`src/rtl/sddr_port_arbiter.sv`:
```
// Round-robin arbiter sharing the sddr controller data command/response port among NUM_PORTS requesters.
// Define SDDR_ARB_FIXED_PRIORITY_EN to replace round-robin with lowest-index-wins priority.
module sddr_port_arbiter #(
  parameter int unsigned NUM_PORTS   = 4,
  parameter int unsigned ADDR_BITS   = 27,
  parameter int unsigned DATA_BITS   = 128,
  parameter int unsigned RSP_TIMEOUT = 1024
) (
  input  logic                           cpu_clock_i,
  input  logic                           cpu_reset_n_i,
  input  logic [NUM_PORTS-1:0]           req_valid_i,
  input  logic [NUM_PORTS-1:0]           req_write_i,
  input  logic [NUM_PORTS*ADDR_BITS-1:0] req_address_i,
  input  logic [NUM_PORTS*DATA_BITS-1:0] req_data_i,
  output logic [NUM_PORTS-1:0]           req_ack_o,
  output logic [NUM_PORTS-1:0]           rsp_ready_o,
  output logic                           rsp_error_o,
  output logic [DATA_BITS-1:0]           rsp_data_o,
  output logic                           mem_cmd_valid_o,
  output logic [ADDR_BITS-1:0]           mem_cmd_address_o,
  output logic                           mem_cmd_write_o,
  output logic [DATA_BITS-1:0]           mem_cmd_data_o,
  input  logic                           mem_cmd_ack_i,
  input  logic                           mem_rsp_ready_i,
  input  logic [DATA_BITS-1:0]           mem_rsp_data_i,
  output logic                           busy_o
);

  localparam int unsigned PW     = (NUM_PORTS > 1) ? $clog2(NUM_PORTS) : 1;
  localparam int unsigned TW     = (RSP_TIMEOUT > 1) ? $clog2(RSP_TIMEOUT + 1) : 1;
  localparam bit          TMO_EN = (RSP_TIMEOUT != 0);

  typedef enum logic [1:0] {
    IDLE,
    ISSUE,
    WAIT_RSP
  } state_t;

  state_t               state_q;
  state_t               state_d;
  logic [PW-1:0]        owner_q;
  logic [PW-1:0]        winner;
  logic                 win_found;
  logic [NUM_PORTS-1:0] win_onehot;
  logic [NUM_PORTS-1:0] owner_onehot;
  logic                 rsp_prev_q;
  logic                 rsp_edge;
  logic [TW-1:0]        timeout_q;
  logic                 accept;
  logic                 cmd_done;
  logic                 rsp_complete;
  logic                 rsp_expire;

`ifndef SDDR_ARB_FIXED_PRIORITY_EN
  logic [PW-1:0]        last_grant_q;

  function automatic logic [PW-1:0] rr_index(input logic [PW-1:0] base, input int unsigned step);
    int unsigned sum;
    sum = 32'(base) + step;
    return PW'(sum % NUM_PORTS);
  endfunction
`endif

  // Winner selection
  always_comb begin
    winner    = '0;
    win_found = 1'b0;
`ifdef SDDR_ARB_FIXED_PRIORITY_EN
    for (int unsigned i = 0; i < NUM_PORTS; i++) begin
      if (!win_found && req_valid_i[i]) begin
        winner    = PW'(i);
        win_found = 1'b1;
      end
    end
`else
    // scan starts one past the last grant so every port gets a turn
    for (int unsigned k = 1; k <= NUM_PORTS; k++) begin
      if (!win_found && req_valid_i[rr_index(last_grant_q, k)]) begin
        winner    = rr_index(last_grant_q, k);
        win_found = 1'b1;
      end
    end
`endif
  end

  always_comb begin
    win_onehot   = '0;
    owner_onehot = '0;
    if (win_found) win_onehot[winner] = 1'b1;
    owner_onehot[owner_q] = 1'b1;
  end

  assign req_ack_o = (state_q == IDLE) ? win_onehot : '0;
  assign accept    = (state_q == IDLE) && win_found;
  assign cmd_done  = (state_q == ISSUE) && mem_cmd_ack_i;
  assign rsp_edge  = mem_rsp_ready_i && !rsp_prev_q;

  // Next-state logic
  always_comb begin
    state_d      = state_q;
    rsp_complete = 1'b0;
    rsp_expire   = 1'b0;
    unique case (state_q)
      IDLE: begin
        if (win_found) state_d = ISSUE;
      end
      ISSUE: begin
        if (mem_cmd_ack_i) state_d = mem_cmd_write_o ? IDLE : WAIT_RSP;
      end
      WAIT_RSP: begin
        // a response edge on the expiry cycle still counts as a good completion
        if (rsp_edge) begin
          rsp_complete = 1'b1;
          state_d      = IDLE;
        end else if (TMO_EN && (timeout_q == TW'(1))) begin
          rsp_expire = 1'b1;
          state_d    = IDLE;
        end
      end
      default: state_d = IDLE;
    endcase
  end

  always_ff @(posedge cpu_clock_i or negedge cpu_reset_n_i) begin
    if (!cpu_reset_n_i) begin
      state_q           <= IDLE;
      owner_q           <= '0;
      rsp_prev_q        <= 1'b0;
      timeout_q         <= '0;
      busy_o            <= 1'b0;
      mem_cmd_valid_o   <= 1'b0;
      mem_cmd_address_o <= '0;
      mem_cmd_write_o   <= 1'b0;
      mem_cmd_data_o    <= '0;
      rsp_ready_o       <= '0;
      rsp_error_o       <= 1'b0;
      rsp_data_o        <= '0;
    end else begin
      state_q     <= state_d;
      busy_o      <= (state_d != IDLE);
      rsp_prev_q  <= mem_rsp_ready_i;
      rsp_ready_o <= '0;
      rsp_error_o <= 1'b0;

      if (accept) begin
        mem_cmd_valid_o   <= 1'b1;
        mem_cmd_address_o <= req_address_i[32'(winner)*ADDR_BITS +: ADDR_BITS];
        mem_cmd_write_o   <= req_write_i[winner];
        mem_cmd_data_o    <= req_data_i[32'(winner)*DATA_BITS +: DATA_BITS];
        owner_q           <= winner;
      end

      if (cmd_done) begin
        mem_cmd_valid_o <= 1'b0;
        if (!mem_cmd_write_o && TMO_EN) timeout_q <= TW'(RSP_TIMEOUT);
      end

      if (state_q == WAIT_RSP && timeout_q != '0) timeout_q <= timeout_q - TW'(1);

      if (rsp_complete) begin
        rsp_ready_o <= owner_onehot;
        rsp_data_o  <= mem_rsp_data_i;
        timeout_q   <= '0;
      end else if (rsp_expire) begin
        rsp_ready_o <= owner_onehot;
        rsp_error_o <= 1'b1;
        rsp_data_o  <= '0;
      end
    end
  end

`ifndef SDDR_ARB_FIXED_PRIORITY_EN
  always_ff @(posedge cpu_clock_i or negedge cpu_reset_n_i) begin
    if (!cpu_reset_n_i) begin
      last_grant_q <= PW'(NUM_PORTS - 1);
    end else if (accept) begin
      last_grant_q <= winner;
    end
  end
`endif

endmodule

```
`config.mk`:
```
export PLATFORM = sky130hd
export DESIGN_NAME = sddr_port_arbiter
export DESIGN_NICKNAME = d
export VERILOG_FILES = /design/src/rtl/sddr_port_arbiter.sv
export SDC_FILE = /design/constraint.sdc
export NUM_CORES = 1
export LEC_CHECK = 0
export ABC_CLOCK_PERIOD_IN_PS = 3450
export CORE_AREA = 2 2 408 410
export DETAILED_ROUTE_END_ITERATION = 8
export DIE_AREA = 0 0 410 412
export SETUP_SLACK_MARGIN = 0.2
export SYNTH_ARGS = -nofsm -noshare
export SYNTH_HDL_FRONTEND = slang
export SYNTH_SLANG_ARGS = --single-unit
```
`constraint.sdc`:
```
create_clock -name cpu_clock_i -period 3.45 [get_ports cpu_clock_i]
set_clock_uncertainty 0.1 [all_clocks]
set_input_delay 0.345 -clock cpu_clock_i [delete_from_list [all_inputs] [get_ports cpu_clock_i]]
set_output_delay 0.345 -clock cpu_clock_i [all_outputs]
set_load 0.01 [all_outputs]
```
==> Word-level counts from Yosys, hierarchy flattened <==
Index checks and enable logic that the tools add are counted.
{ "classes": {"shift": 2, "order_cmp": 8, "muxes": 47, "addsub": 5, "multipliers": 1, "n_reduce_logical": 20, "n_eq_ne": 4} }
{ "op_table": {"columns": ["operator", "n"], "rows": [
  ["$shiftx 512x10->128", 1],
  ["$mux 128", 2],
  ["$shiftx 108x8->27", 1],
  ["$mux 11", 4],
  ["$mux 1", 20],
  ["$lt 2x3->1 const B", 6],
  ["$mux 2", 9],
  ["$mux 4", 4],
  ["$eq 11x1->1 const B", 1],
  ["$reduce_bool 11->1", 1],
  ["$sub 11x1->11 const B", 1],
  ["$bmux 1 s2", 5],
  ["$logic_and 1x1->1", 9],
  ["$mul 2x5->7 const B", 1],
  ["$pmux 2 s3", 1],
  ["$reduce_bool 2->1", 3],
  ["$add 2x1->2 const B", 2],
  ["$add 2x2->2 const B", 2],
  ["$demux 1 s2", 2],
  ["$ge 2x1->1 const B", 2],
  ["$logic_not 1->1", 4],
  ["$ne 3x1->1 const B", 1],
  ["$reduce_bool 3->1", 1],
  ["$eq 2x1->1 const B", 1],
  ["3 further kinds", 3]
]} }
{ "totals": {"in_bits": 760, "wordCells": 100, "reg_bits": 309} }

==> Logic depth before layout (Yosys ltp) <==
Gate-level depths: netlist (run 1).
{ "depth": {"ltp_word": 19, "ltp_mapped": 8, "depth_no_buf": 7} }

==> Worst setup path after synthesis (run 1) <==
OpenSTA, ideal clock, no wires.
{ "synth_path": {"path_kind": "reg-to-output", "from": "register last_grant_q[0]", "to": "output req_ack_o[0]", "path_slack_ns": 1.493, "arrival_ns": 1.512, "path_stages_with_launch": 7, "n_path_buf": 2, "required_ns": 3.005, "cell_sequence": "dfstp_2 -> nand2b_1 -> a21o_1 -> nand3_1 -> buf_2 -> buf_1 -> nor2_1"} }
{ "synth_via": {"elab_chain_cells": 19, "word_cells_on_any_way": 33} }
{ "synth_rtl": {"columns": ["item", "line_no", "text"], "rows": [
  ["start: declaration", "55", "logic [PW-1:0] last_grant_q;"],
  ["start signal: assignment", "175", "last_grant_q <= PW'(NUM_PORTS - 1);"],
  ["start signal: assignment", "177", "last_grant_q <= winner;"],
  ["$add 2x1->2", "59", "sum = 32'(base) + step;"],
  ["$bmux 1 s2", "78", "if (!win_found && req_valid_i[rr_index(last_grant_q, k)]) begin"],
  ["$mux 1 (implied by the code)", "78", null],
  ["$mux 1", "78", null],
  ["$logic_not 1->1", "78", null],
  ["$logic_and 1x1->1", "78", null],
  ["$mux 1", "78", null],
  ["$logic_not 1->1", "78", null],
  ["[... 3 more ...]", null, null],
  ["$logic_and 1x1->1", "78", null],
  ["$mux 2", "78", null],
  ["$lt 2x3->1 (implied by the code) / $ge 2x1->1 (equally long branches)", "89", "if (win_found) win_onehot[winner] = 1'b1;"],
  ["$logic_and 1x1->1 (implied by the code)", "89", null],
  ["$mux 1 (implied by the code)", "89", null],
  ["$demux 1 s2", "89", null],
  ["$mux 4 (*)", "89", null],
  ["$mux 4 (*)", "93", "assign req_ack_o = (state_q == IDLE) ? win_onehot : '0;"],
  ["end: declaration", "15", "output logic [NUM_PORTS-1:0] req_ack_o,"]
]} }
Mark *: on every way between the ends. The rest lies on a longest branch, timed or not. The select of a mux whose other input is x is not followed.

==> Worst setup path in the final report (run 1) <==
{ "layout_path": {"from": "input req_valid_i[3]", "to": "output req_ack_o[2]"} }
{ "layout_via": {"elab_chain_cells": 18, "word_cells_on_any_way": 29} }
{ "layout_rtl": {"columns": ["item", "line_no", "text"], "rows": [
  ["start: declaration", "11", "input logic [NUM_PORTS-1:0] req_valid_i,"],
  ["$bmux 1 s2", "78", null],
  ["$mux 1 (implied by the code)", "78", null],
  ["$mux 1", "78", null],
  ["$logic_not 1->1", "78", null],
  ["$logic_and 1x1->1", "78", null],
  ["$mux 1", "78", null],
  ["$logic_not 1->1", "78", null],
  ["$logic_and 1x1->1", "78", null],
  ["[... 2 more ...]", null, null],
  ["$logic_and 1x1->1", "78", null],
  ["$mux 2", "78", null],
  ["$lt 2x3->1 (implied by the code) / $ge 2x1->1 (equally long branches)", "89", null],
  ["$logic_and 1x1->1 (implied by the code)", "89", null],
  ["$mux 1 (implied by the code)", "89", null],
  ["$demux 1 s2", "89", null],
  ["$mux 4 (*)", "89", null],
  ["$mux 4 (*)", "93", null]
]} }
Marked as above.

==> results_dict.tcl, run 1 <==
set metrics [dict create \
    status "finished, final reports clean" \
    start_util 0.105 \
    report.final.slew_viol_count 0 \
    cts_sinks 309 \
    setup_ws_ns 0.392 \
    synth_top_cell_by_area "dfrtp_1" \
    cap_violations 0 \
    route.detailed.wl_per_inst_um 28.7 \
    die_area_um2 169000 \
    rsz0062_at_grt "false" \
    clk_pin_slew_ns 0.05 \
    drc 0 \
    wirelength_um 144000 \
    hold_path.class "in -> reg" \
    via_per_inst 3.90 \
    yosys_warnings 0 \
    dp.final_hpwl_um 115000 \
    grt_pass1_wl_um 185000 \
    fillCellCount 18100 \
    synth_area_per_cell_um2 9.72 \
    pwr-share-clk 0.216 \
    numCtsBuffers 48 \
    hold_slack_ns 0.176 \
    antenna_found_initial 56 \
    io_pins 1055 \
    finalSetupTns_ns 0 \
    final_cell_mix "clkdlybuf4s50_1, dfrtp_1, nand2_1, a211oi_1, nor2_1" \
    intPower_mw 14.9 \
    relSlewSlack 0.209 \
    path_max_fanout 15 \
    p_switching_mw 11.1 \
    clockBufferDepth 3 \
    synth_top_cells_by_area "dfrtp_1, a211oi_1, mux2i_1" \
    yosysSeqAreaShare 0.449 \
    cts_tree "done" \
    crit_type "in -> out" \
    synth-edff-count 0 \
    place_congestion 0.959 \
    timing.final.crit_share 0.886 \
    grt_max_degree 133 \
    area_growth_pct 89.3 \
    powerDensity_nw_per_um2 796 \
    fin_cells 5034 \
    cp.required_ns 3.00 \
    dr.pass1.iters 7 \
    ir_worst_vdd_v 0.000415 \
    synth_cell_types 46 \
    grt_pass1_vias 19800 \
    root_buffer "clkbuf_16" \
    clock_latency_ns 0.62 \
    netlist.area_leader.share 0.446 \
    syn_nets 2533 \
    die_w_um 410 \
    period_needed_ns 3.06 \
    start_kind "input port" \
    reg2reg_slack_ns 0.68 \
    fmax_mhz 327 \
    htreeDepth 2 \
    layout_commonest_cell "clkdlybuf4s50_1" \
    vias 19600 \
    rows 149 \
    pre_cts_ws_ns -0.0678 \
    synth_area_um2 17200 \
    die_h_um 412 \
    ant_nets 0 \
    ys_seq_elements 309 \
    endpoint_kind "primary output" \
    fin_nets 3550 \
    seqPwrFrac 0.250 \
    p_comb_frac 0.534 \
    drtIter0Drc 1578 \
    overflow 0 \
    swShare 0.427 \
    leakage_nw 12.2 \
    drive_above_1_share 0.106 \
    io_buffers 1054 \
    ys.flop_type "dfrtp_1" \
    setup_viol 0 \
    coreArea_um2 164000 \
    async_flop_share 1.00 \
    hold_viol 0 \
    cp.arrival_ns 2.61 \
    grt.total_usage 0.162 \
    synth_cells 1770 \
    tightest_slew_ns 1.19 \
    placed_cells 4921 \
]
==> power groups by stage <==
| stage | Sequential, mW | Clock [mW] | Combinational (mW) |
|---|---|---|---|
| 3_3_place_gp | 6.48 | 0 | 14.0 |
| 3_5_place_dp | 6.48 | 0 | 14.1 |
| 4_1_cts | 6.49 | 5.84 | 14.2 |
| 6_report | 6.49 | 5.59 | 13.9 |
| 5_1_grt | 6.66 | 5.95 | 14.9 |
| 2_1_floorplan | 6.82 | 0 | 5.40 |
==> Yosys cell counts (9+ instances only) <==
cell type and number:
buf_4 11, dfrtp_1 307, nor2_1 171, mux2i_1 157, a211oi_1 219, nor3_1 9, o21ai_0 135, buf_2 42
nand2_1 266, a211oi_2 94, clkbuf_1 113, and4_1 156, buf_6 12
==> cells by family after synthesis <==
family          count (synthesis)  share of synthesized area
compound gates                473                      0.213
xor+xnor                        1                   0.000509
fa+ha+maj                       3                    0.00218
buf+inv                       193                     0.0533
flops                         309                      0.449
mux                           157                     0.0913
simple gates                  634                      0.190
==> sequential cells by signal, summed over array words and instances, names as in the netlist <==
signal             flops
busy_o                 1
timeout_q             11
owner_q                2
rsp_error_o            1
mem_cmd_address_o     27
state_q                2
rsp_prev_q             1
rsp_ready_o            4
mem_cmd_data_o       128
mem_cmd_write_o        1
last_grant_q           2
mem_cmd_valid_o        1
rsp_data_o           128
==> worst max-delay path, cell delays in order <==
cell	delay (ns)
clkdlybuf4s50_1	0.59
nor4_4	0.57
nor3_2	0.12
buf_12	0.17
nand2_8	0.23
nor2_1	0.08
clkdlybuf4s50_1	0.49
==> metrics by stage <==
stage	instance area [um2]	power, mW	util
after floorplan	17200	12.2	-
after global placement	30700	20.5	0.187
after detailed placement	30700	20.6	0.187
after CTS	32500	26.5	0.198
after global routing	32600	27.5	0.198
final	32600	25.9	0.198
==> metal layers <==
layer | global-route usage | part of all wire | vias up
li1 | - | - | 8599
met1 | 0.184 | 0.38 | 9912
met2 | 0.278 | 0.49 | 884
met3 | 0.0645 | 0.097 | 206
met4 | 0.0477 | 0.029 | 32
met5 | 0 | 0.0015 | -
==> worst paths after layout <==
path                              startpoint            endpoint  depth (start not counted)
max                           req_valid_i[3]        req_ack_o[2]                          7
min                        mem_rsp_data_i[0]       rsp_data_o[0]                          3
max reg2reg                  last_grant_q[1]  mem_cmd_data_o[21]                          9
min reg2reg                       owner_q[1]      rsp_ready_o[1]                          1
max in group asynchronous      cpu_reset_n_i      rsp_data_o[18]                          3
min in group asynchronous      cpu_reset_n_i      rsp_data_o[49]                          2
==> layout make-up <==
cell class	count	area [um2]	area share
well taps	2189	2740	0.0841
multi-input cells	1268	8670	0.266
diodes	19	47.5	0.00146
clock buffers	65	1410	0.0432
flip-flops and latches	309	7730	0.237
repair buffers	1153	11600	0.356
clock inverters	24	350	0.0108
inverters	7	26.3	0.000806
==> timing repair <==
| action | 4_1_cts | 5_1_grt |
|---|---|---|
| hold buffers | 1 | 0 |
| resized for setup | 4 | 0 |
| setup endpoints to repair | 4 | 1 |
| setup buffers | 2 | 2 |
| pin swaps | 2 | 1 |
| endpoints found under the hold margin | 63 | 0 |
| cloned | 0 | 0 |
No activity file was read; power rests on OpenSTA's default activity.
==> run 2, diff against run 1 <==
- PLACE_DENSITY: default -> 0.3
==> run 2 against run 1 <==
  * Non-clock buffer count rose by 7
  * Via count fell by 4.6%
  * Global-route usage fell by 1.5 points
  * Utilization fell by 0.12 points
  * Highest routed layer unchanged
==> results_dict.tcl, run 2 (synthesis gave the netlist of run 1 again) <==
set metrics [dict create \
    crit_buf_inv 2 \
    reg2reg_slack_ns 0.71 \
    vias 18700 \
    start_util 0.105 \
    crit_path_cell_trace "o21ai_0 -> o221a_2 -> nand2b_4 -> nor2_2 -> buf_4 -> clkdlybuf4s50_1" \
    fmax_mhz 324 \
    relSlewSlack 0.316 \
    leakage_nw 12.1 \
    clk_pin_slew_ns 0.06 \
    startpoint "last_grant_q[1]" \
    cp.required_ns 3.00 \
    status "finished, final reports clean" \
    grt_max_degree 103 \
    coreArea_um2 164000 \
    critPathTopFamily "buffers and inverters" \
    final_area_um2 32400 \
    worstReg2RegStart "last_grant_q[1]" \
    cp_num_cells 6 \
    die_h_um 412 \
    reg2reg_depth 9 \
    cp_slowest_cell "dfstp_2" \
    tightest_slew_ns 1.03 \
    hold_path.class "in -> async" \
    dr.pass1.iters 4 \
    io_buffers 1054 \
    dpl_cell_area_um2 30800 \
    ir_worst_vdd_v 0.000681 \
    finalSetupTns_ns 0 \
    die_w_um 410 \
    p_total_mw 24.8 \
    layout_commonest_cell "clkdlybuf4s50_1" \
    root_buffer "clkbuf_16" \
    reg2reg_to "mem_cmd_data_o[108]" \
    die_area_um2 169000 \
    period_needed_ns 3.09 \
    largestRegisters "mem_cmd_data_o (128), rsp_data_o (128), mem_cmd_address_o (27)" \
    htreeDepth 2 \
    path_max_fanout 5 \
    powerDensity_nw_per_um2 767 \
    io_pins 1055 \
    timing.final.crit_share 0.895 \
    place_congestion 0.783 \
    endpoint_kind "primary output" \
    grt.total_usage 0.147 \
    route.detailed.wl_per_inst_um 25.9 \
    critical_path.endpoint "req_ack_o[0]" \
    hold_slack_ns 0.173 \
    ant_nets 0 \
    start_kind "register" \
    cpPeakStageDelay_ns 0.59 \
    report.final.slew_viol_count 0 \
    cap_violations 0 \
    cts_tree "done" \
    area_growth_pct 88.2 \
    rows 149 \
    crit_type "reg -> out" \
    cp.arrival_ns 2.64 \
    rsz0062_at_grt "false" \
    drive_above_1_share 0.103 \
    grt_pass1_vias 20200 \
    dp.final_hpwl_um 100000 \
    clock_latency_ns 0.62 \
    final_cell_mix "clkdlybuf4s50_1, dfrtp_1, nand2_1, a211oi_1, nor2_1" \
    drtIter0Drc 852 \
    drc 0 \
    overflow 0 \
    seqCellArea_um2 7730 \
    via_per_inst 3.73 \
    grt_pass1_wl_um 175000 \
    clockBufferDepth 3 \
    cts_sinks 309 \
    fin_cells 5020 \
    fin_nets 3557 \
    hold_viol 0 \
    antenna_found_initial 33 \
    fillCellCount 18200 \
    numCtsBuffers 48 \
    placed_cells 4928 \
    multi_input_area_um2 8670 \
    setup_viol 0 \
    wirelength_um 130000 \
]
==> run 2: cell types whose count changed in the layout (fill, tap and decap cells not counted), sizes merged, moves of 3 or more <==
cell	before	now
clkbuf	65	74
clkinvlp	4	1
buf	99	106
clkinv	8	3
bufinv	7	1
diode	19	5
==> run 2: worst min path at each step <==
stage	start	to	slack, ns	cells past startpoint
global route	mem_rsp_data_i[126]	rsp_data_o[126]	0.14	3
detailed placement	cpu_reset_n_i	mem_cmd_data_o[38]	0.25	1
CTS	mem_rsp_data_i[49]	rsp_data_o[49]	0.09	3
finish	cpu_reset_n_i	mem_cmd_data_o[38]	0.17	2
global placement	cpu_reset_n_i	mem_cmd_data_o[38]	0.25	1
floorplan	cpu_reset_n_i	busy_o	-0.05	0
==> run 2: per-stage QoR <==
stage | setup WS, ns | util
global placement | -0.0130 | 0.187
CTS | 0.206 | 0.197
detailed placement | -0.0366 | 0.187
floorplan | 1.49 | -
global route | 0.205 | 0.197
finish | 0.364 | 0.197
==> run 2: routing by layer <==
layer  global-route usage  part of all wire  vias to the layer above
li1                     -                 -                     8594
met1                0.168              0.40                     9267
met2                0.265              0.51                      695
met3               0.0505             0.079                      132
met4               0.0259             0.015                       36
met5                    0            0.0017                        -
==> run 2: final cells by class <==
type,count,area share
inverters,7,0.000811
well taps,2189,0.0846
clock buffers,74,0.0438
diodes,5,0.000386
repair buffers,1160,0.361
clock inverters,8,0.00313
multi-input cells,1268,0.268
flip-flops and latches,309,0.239
==> run 2: repair_timing <==
| action | CTS | global route |
|---|---|---|
| buffers inserted | 4 | 0 |
| pin swaps | 2 | 1 |
| hold buffers | 1 | 0 |
| hold endpoints to repair | 73 | 0 |
| gates resized for setup | 5 | 1 |
| endpoints found under the setup margin | 2 | 2 |
==> run 2: power by group <==
group	internal, mW	switching [mW]	total, mW
registers	5.26	1.19	6.44
logic	6.21	7.20	13.4
clock network	2.90	2.08	4.98
